File: config.mk
export PLATFORM = sky130hd
export DESIGN_NAME = imem_loader_flat
export DESIGN_NICKNAME = d
export VERILOG_FILES = /design/src/rtl/imem_loader_if.sv /design/src/rtl/imem_loader.sv /design/src/flat_wrapper.sv
export SDC_FILE = /design/constraint.sdc
export NUM_CORES = 1
export LEC_CHECK = 0
export BUFFER_PORTS_ARGS = -buffer_cell sky130_fd_sc_hd__buf_4
export CAP_MARGIN = 20
export CORE_MARGIN = 4
export CORE_UTILIZATION = 58
export CTS_CLUSTER_SIZE = 14
export DETAILED_ROUTE_END_ITERATION = 8
export HOLD_SLACK_MARGIN = 0.15
export PLACE_DENSITY_LB_ADDON = 0.1
export SYNTH_ARGS = -nofsm -noshare
export SYNTH_HDL_FRONTEND = slang
export SYNTH_SLANG_ARGS = --single-unit
File: constraint.sdc
create_clock -name clk -period 6.3 [get_ports clk]
set_input_delay 1.26 -clock clk [delete_from_list [all_inputs] [get_ports clk]]
set_output_delay 1.26 -clock clk [all_outputs]
set_load 0.05 [all_outputs]
File: src/rtl/imem_loader_if.sv
// Byte stream in from the UART receiver and word writes out to the instruction RAM.
// A byte transfers on a rising clk edge where rx_valid and rx_ready are both 1; the source holds rx_data stable while rx_valid is 1 and unaccepted.
interface imem_loader_if;
  logic        rx_valid;
  logic [7:0]  rx_data;
  logic        rx_ready;
  logic        imem_we;
  logic [31:0] imem_addr;
  logic [31:0] imem_wdata;

  modport slave (
    input  rx_valid, rx_data,
    output rx_ready, imem_we, imem_addr, imem_wdata
  );

  modport master (
    output rx_valid, rx_data,
    input  rx_ready, imem_we, imem_addr, imem_wdata
  );
endinterface

File: src/rtl/imem_loader.sv
// Instruction memory loader: length-prefixed little-endian byte stream -> word writes, CPU held in reset until done.
// Define IMEM_LOADER_CHECKSUM_EN to require a trailing XOR checksum word after the data words.
module imem_loader #(
  parameter int DEPTH = 64,
  parameter int CNT_W = $clog2(DEPTH) + 1
) (
  input  logic             clk,
  input  logic             rst,
  input  logic             start,
  imem_loader_if.slave     bus,
  output logic             cpu_hold,
  output logic             done,
  output logic             err,
  output logic [CNT_W-1:0] words_loaded,
  output logic [2:0]       state_dbg
);

  localparam logic [2:0] S_IDLE   = 3'd0;
  localparam logic [2:0] S_LEN    = 3'd1;
  localparam logic [2:0] S_DATA   = 3'd2;
  localparam logic [2:0] S_FINISH = 3'd4;
`ifdef IMEM_LOADER_CHECKSUM_EN
  localparam logic [2:0] S_CHK    = 3'd3;
  localparam logic [2:0] S_AFTER  = S_CHK;
`else
  localparam logic [2:0] S_AFTER  = S_FINISH;
`endif

  logic [2:0]       state;
  logic [1:0]       byte_idx;
  logic [23:0]      part;
  logic [CNT_W-1:0] len_q;
  logic [31:0]      word;
  logic             accept;
  logic             last_byte;
`ifdef IMEM_LOADER_CHECKSUM_EN
  logic [31:0]      chk_acc;
`endif

  // The 4th byte is never stored; it is merged combinationally on its acceptance cycle.
  assign word      = {bus.rx_data, part};
  assign accept    = bus.rx_valid & bus.rx_ready;
  assign last_byte = accept & (byte_idx == 2'd3);
  assign state_dbg = state;

  always_comb begin
    bus.rx_ready = 1'b0;
    if (state == S_LEN || state == S_DATA) bus.rx_ready = 1'b1;
`ifdef IMEM_LOADER_CHECKSUM_EN
    if (state == S_CHK) bus.rx_ready = 1'b1;
`endif
  end

  always_ff @(posedge clk or posedge rst) begin
    if (rst) begin
      state          <= S_IDLE;
      byte_idx       <= 2'd0;
      part           <= '0;
      len_q          <= '0;
      bus.imem_we    <= 1'b0;
      bus.imem_addr  <= '0;
      bus.imem_wdata <= '0;
      cpu_hold       <= 1'b1;
      done           <= 1'b0;
      err            <= 1'b0;
      words_loaded   <= '0;
`ifdef IMEM_LOADER_CHECKSUM_EN
      chk_acc        <= '0;
`endif
    end else begin
      bus.imem_we <= 1'b0;
      if (accept && byte_idx != 2'd3) part[{byte_idx, 3'b000} +: 8] <= bus.rx_data;
      if (accept) byte_idx <= byte_idx + 2'd1;

      case (state)
        S_IDLE: begin
          if (start) begin
            state        <= S_LEN;
            done         <= 1'b0;
            err          <= 1'b0;
            words_loaded <= '0;
            cpu_hold     <= 1'b1;
            byte_idx     <= 2'd0;
`ifdef IMEM_LOADER_CHECKSUM_EN
            chk_acc      <= '0;
`endif
          end
        end
        S_LEN: begin
          if (last_byte) begin
            if (word > 32'(DEPTH)) begin
              err   <= 1'b1;
              state <= S_IDLE;
            end else if (word == 32'd0) begin
              state <= S_AFTER;
            end else begin
              len_q <= word[CNT_W-1:0];
              state <= S_DATA;
            end
          end
        end
        S_DATA: begin
          if (last_byte) begin
            // Counter and strobe become visible on the same cycle; the address uses the pre-increment count.
            bus.imem_we    <= 1'b1;
            bus.imem_addr  <= {{(30-CNT_W){1'b0}}, words_loaded, 2'b00};
            bus.imem_wdata <= word;
            words_loaded   <= words_loaded + CNT_W'(1);
`ifdef IMEM_LOADER_CHECKSUM_EN
            chk_acc        <= chk_acc ^ word;
`endif
            if (words_loaded + CNT_W'(1) == len_q) state <= S_AFTER;
          end
        end
`ifdef IMEM_LOADER_CHECKSUM_EN
        S_CHK: begin
          if (last_byte) begin
            if (word == chk_acc) begin
              state <= S_FINISH;
            end else begin
              err   <= 1'b1;
              state <= S_IDLE;
            end
          end
        end
`endif
        S_FINISH: begin
          done     <= 1'b1;
          cpu_hold <= 1'b0;
          state    <= S_IDLE;
        end
        default: state <= S_IDLE;
      endcase
    end
  end

endmodule
File: src/flat_wrapper.sv
// flat-port wrapper written by rule: the top's interface ports become plain ports
module imem_loader_flat 
#(
  parameter int DEPTH = 64,
  parameter int CNT_W = $clog2(DEPTH) + 1
)
  (clk, rst, start, cpu_hold, done, err, words_loaded, state_dbg, bus_rx_valid, bus_rx_data, bus_rx_ready, bus_imem_we, bus_imem_addr, bus_imem_wdata);
  imem_loader_if bus_i ();
  input  logic clk;
  input  logic rst;
  input  logic start;
  output logic cpu_hold;
  output logic done;
  output logic err;
  output logic [CNT_W-1:0] words_loaded;
  output logic [2:0] state_dbg;
  input wire logic [$bits(bus_i.rx_valid)-1:0] bus_rx_valid;
  input wire logic [$bits(bus_i.rx_data)-1:0] bus_rx_data;
  output wire logic [$bits(bus_i.rx_ready)-1:0] bus_rx_ready;
  output wire logic [$bits(bus_i.imem_we)-1:0] bus_imem_we;
  output wire logic [$bits(bus_i.imem_addr)-1:0] bus_imem_addr;
  output wire logic [$bits(bus_i.imem_wdata)-1:0] bus_imem_wdata;
  assign bus_i.rx_valid = bus_rx_valid;
  assign bus_i.rx_data = bus_rx_data;
  assign bus_rx_ready = bus_i.rx_ready;
  assign bus_imem_we = bus_i.imem_we;
  assign bus_imem_addr = bus_i.imem_addr;
  assign bus_imem_wdata = bus_i.imem_wdata;
  imem_loader #(.DEPTH(DEPTH), .CNT_W(CNT_W)) u_core (.clk(clk), .rst(rst), .start(start), .bus(bus_i), .cpu_hold(cpu_hold), .done(done), .err(err), .words_loaded(words_loaded), .state_dbg(state_dbg));
endmodule
==> metrics <==
Ys Warns 0; Hold Path Class flop to flop; Synth Cell Area approximately 4100 um2; PnR worst setup slack about 3300 ps; Initial Util 0.601; Via density 5.17; Tot Pwr 2400 uW; most frequent cells in the layout nand2_1 (178), dfrtp_1 (85), buf_4 (67); worst-skew pair later-pin latency 350 ps; drt pass-1 iters 4; largest net degree at the start of global routing slightly below 90; Leakage Power approximately 0.0025 uW; R2R cell count 7; share of flip-flops with an asynchronous set or reset 1.00; WL final between 8 and 9 mm; initial DRC count 193; Wirelength per Cell 14.5 um; EDFF count, synth 0; Place WS around 3300 ps; Setup TNS 0 ps; DIE WIDTH 92.1 um; GP Congestion approximately 0.84; Yosys reg bits 86; critical path class flop to output port; WHS Endpoint u_core.bus.imem_addr[4]$_DFFE_PP0P_; top_reg_cell synth dfrtp_1; outcome complete, no violations; Fmax 337 MHz; power density over the cells just over 500 nW/um2; # port buffers 65; post-CTS sizing 0; Area contributors post-synth dfrtp_1 (52%), nand2_1 (16%), buf_4 (4.8%); core region area between 6000 and 7000 um2; Final period util 0.471; post-DP HPWL 6.01 mm; hold path start u_core.bus.imem_addr[4]$_DFFE_PP0P_; Final Util 0.692; RSZ-0062 raised after global routing false; first-pass GRT wire length 14.8 mm; nets 517; final hold viol count 0; critical path, cell by cell xor2_1, and2b_1, buf_4; die height 92.1 um; VDD IR-drop max about 0.35 mV; reg-to-reg endpoint u_core.words_loaded[5]$_DFFE_PP0P_; site row count 30; IO Pins 91; CTS Buf Count 9; postcts setup bufs 0; final worst path period need ~3000 ps; CP arrival ~1700 ps; final setup vio count 0; commonest non-fill, non-tap cell in the layout nand2_1; H-tree levels 3; Ant. Diodes 0; CTS Hold Bufs 0; FF-to-FF Start u_core.byte_idx[0]$_DFF_PP0_; area leader, netlist dfrtp_1; CTS tree built; slew margin rel. 0.321; number of global-route vias before repair 3080; Root Buffer clkbuf_8; layout cell share with drive strength beyond 1 0.201; Area Overhead vs Synth 15.1%; Final Max Tran Viols 0; crit start category flop; Worst path max stage delay 510 ps; top cell type's share of synthesized area 0.518; Worst Path Required ~5000 ps; DRC 0; DR vias 3098; mean area per synthesized cell between 9 and 10 um2; CP max-delay cell dfrtp_1; gr usage total 0.217; Yosys cell types 47; Seq/Total Area, Yosys 0.525; Gate Count Post-Synth 437; hold-critical path depth 2; clock-pin slew on the worst setup and hold paths 80 ps; initial antenna violation count 0; gr ovfl total 0; clock skew 12.4 ps; Worst-Margin Slew 1020 ps; Max-Cap Viols 0; register-to-register setup slack 3990 ps; critical path capture point type output port; die area 8490 um2; crit-path max FO 8; Max Buffers Root-to-Sink 2; Post-DRT Antenna Nets 0; number of clock sinks 86
## worst max-delay path, delay by kind of cell (launching register included)
family | cells | cell delay [ps]
XOR/XNOR | 1 | 200
flip-flops | 1 | 510
AND/OR/NAND/NOR | 1 | 380
buffers and inverters | 1 | 270
## power by group
| part | switching [uW] | internal, uW |
|---|---|---|
| Clock | 187 | 151 |
| Sequential | 147 | 729 |
| Combinational | 837 | 344 |
| Total | 1170 | 1220 |
## per-stage QoR
stage	cell area, um2	hold WS, ps	cells
after floorplan	4190	461	461
after global placement	4530	461	583
after CTS	4700	485	598
after detailed placement	4530	464	583
after global routing	4720	511	599
final	4720	481	599
## area by class of cell
| class | instances | area [um2] |
|---|---|---|
| Clock buffer | 11 | 141 |
| Clock inverter | 4 | 23.8 |
| Fill cell | 588 | 2110 |
| Inverter | 5 | 20.0 |
| Multi-Input combinational cell | 329 | 1740 |
| Sequential cell | 86 | 2150 |
| Tap cell | 96 | 120 |
| Timing Repair Buffer | 68 | 531 |
## worst max path at each step
stage / from / to / slack [ps]
3_3_place_gp: bus_rx_valid / u_core.words_loaded[5]$_DFFE_PP0P_ / 3360
2_1_floorplan: rst / u_core.bus.imem_addr[2]$_DFFE_PP0P_ / 2820
3_5_place_dp: bus_rx_valid / u_core.words_loaded[3]$_DFFE_PP0P_ / 3260
5_1_grt: u_core.state_dbg[1]$_DFFE_PP0P_ / bus_rx_ready / 3210
6_report: u_core.state_dbg[1]$_DFFE_PP0P_ / bus_rx_ready / 3330
4_1_cts: u_core.state_dbg[1]$_DFFE_PP0P_ / bus_rx_ready / 3320
## state kept, by name, summed over array words and instances, names as in the netlist
register / count
u_core.byte_idx: 2
u_core.len_q: 7
u_core.words_loaded: 7
u_core.bus.imem_we: 1
u_core.state_dbg: 3
u_core.bus.imem_addr: 7
u_core.part: 24
u_core.done: 1
u_core.bus.imem_wdata: 32
u_core.err: 1
u_core.cpu_hold: 1
## cell families after synthesis
logic type               count (synthesis)  synth area share
other                                    1          0.000914
buffers and inverters                   46            0.0744
AO/OA/AOI/OAI                           49            0.0707
adder cells (fa/ha/maj)                  6            0.0183
flip-flops                              86             0.525
AND/OR/NAND/NOR                        230             0.259
multiplexers                             8            0.0280
XOR/XNOR                                11            0.0235
## cell usage after synthesis (2+ instances only)
cell / count
nor4_2: 2
ha_1: 6
nor2_1: 12
a21oi_1: 5
buf_6: 3
a32o_1: 2
nand4b_4: 3
nand2_1: 178
nand3_1: 6
dfrtp_1: 85
xnor2_1: 7
nor3_1: 4
and2_1: 3
nor3b_1: 3
nor4_1: 4
clkbuf_1: 2
buf_2: 10
buf_4: 26
inv_1: 4
mux2_4: 7
xor2_1: 4
o21ai_1: 30
and3_1: 3
nor3b_2: 2
o31ai_1: 4
## metal layers
| metal | vias to the layer above | wire [um] | part of all wire | track usage |
|---|---|---|---|---|
| li1 | 1506 | - | - | - |
| met5 | - | 0 | 0 | 0 |
| met4 | 0 | 125 | 0.014 | 0.0631 |
| met1 | 1496 | 3980 | 0.46 | 0.305 |
| met2 | 85 | 4210 | 0.48 | 0.341 |
| met3 | 11 | 387 | 0.044 | 0.0459 |
No activity file was read; power rests on OpenSTA's default activity.
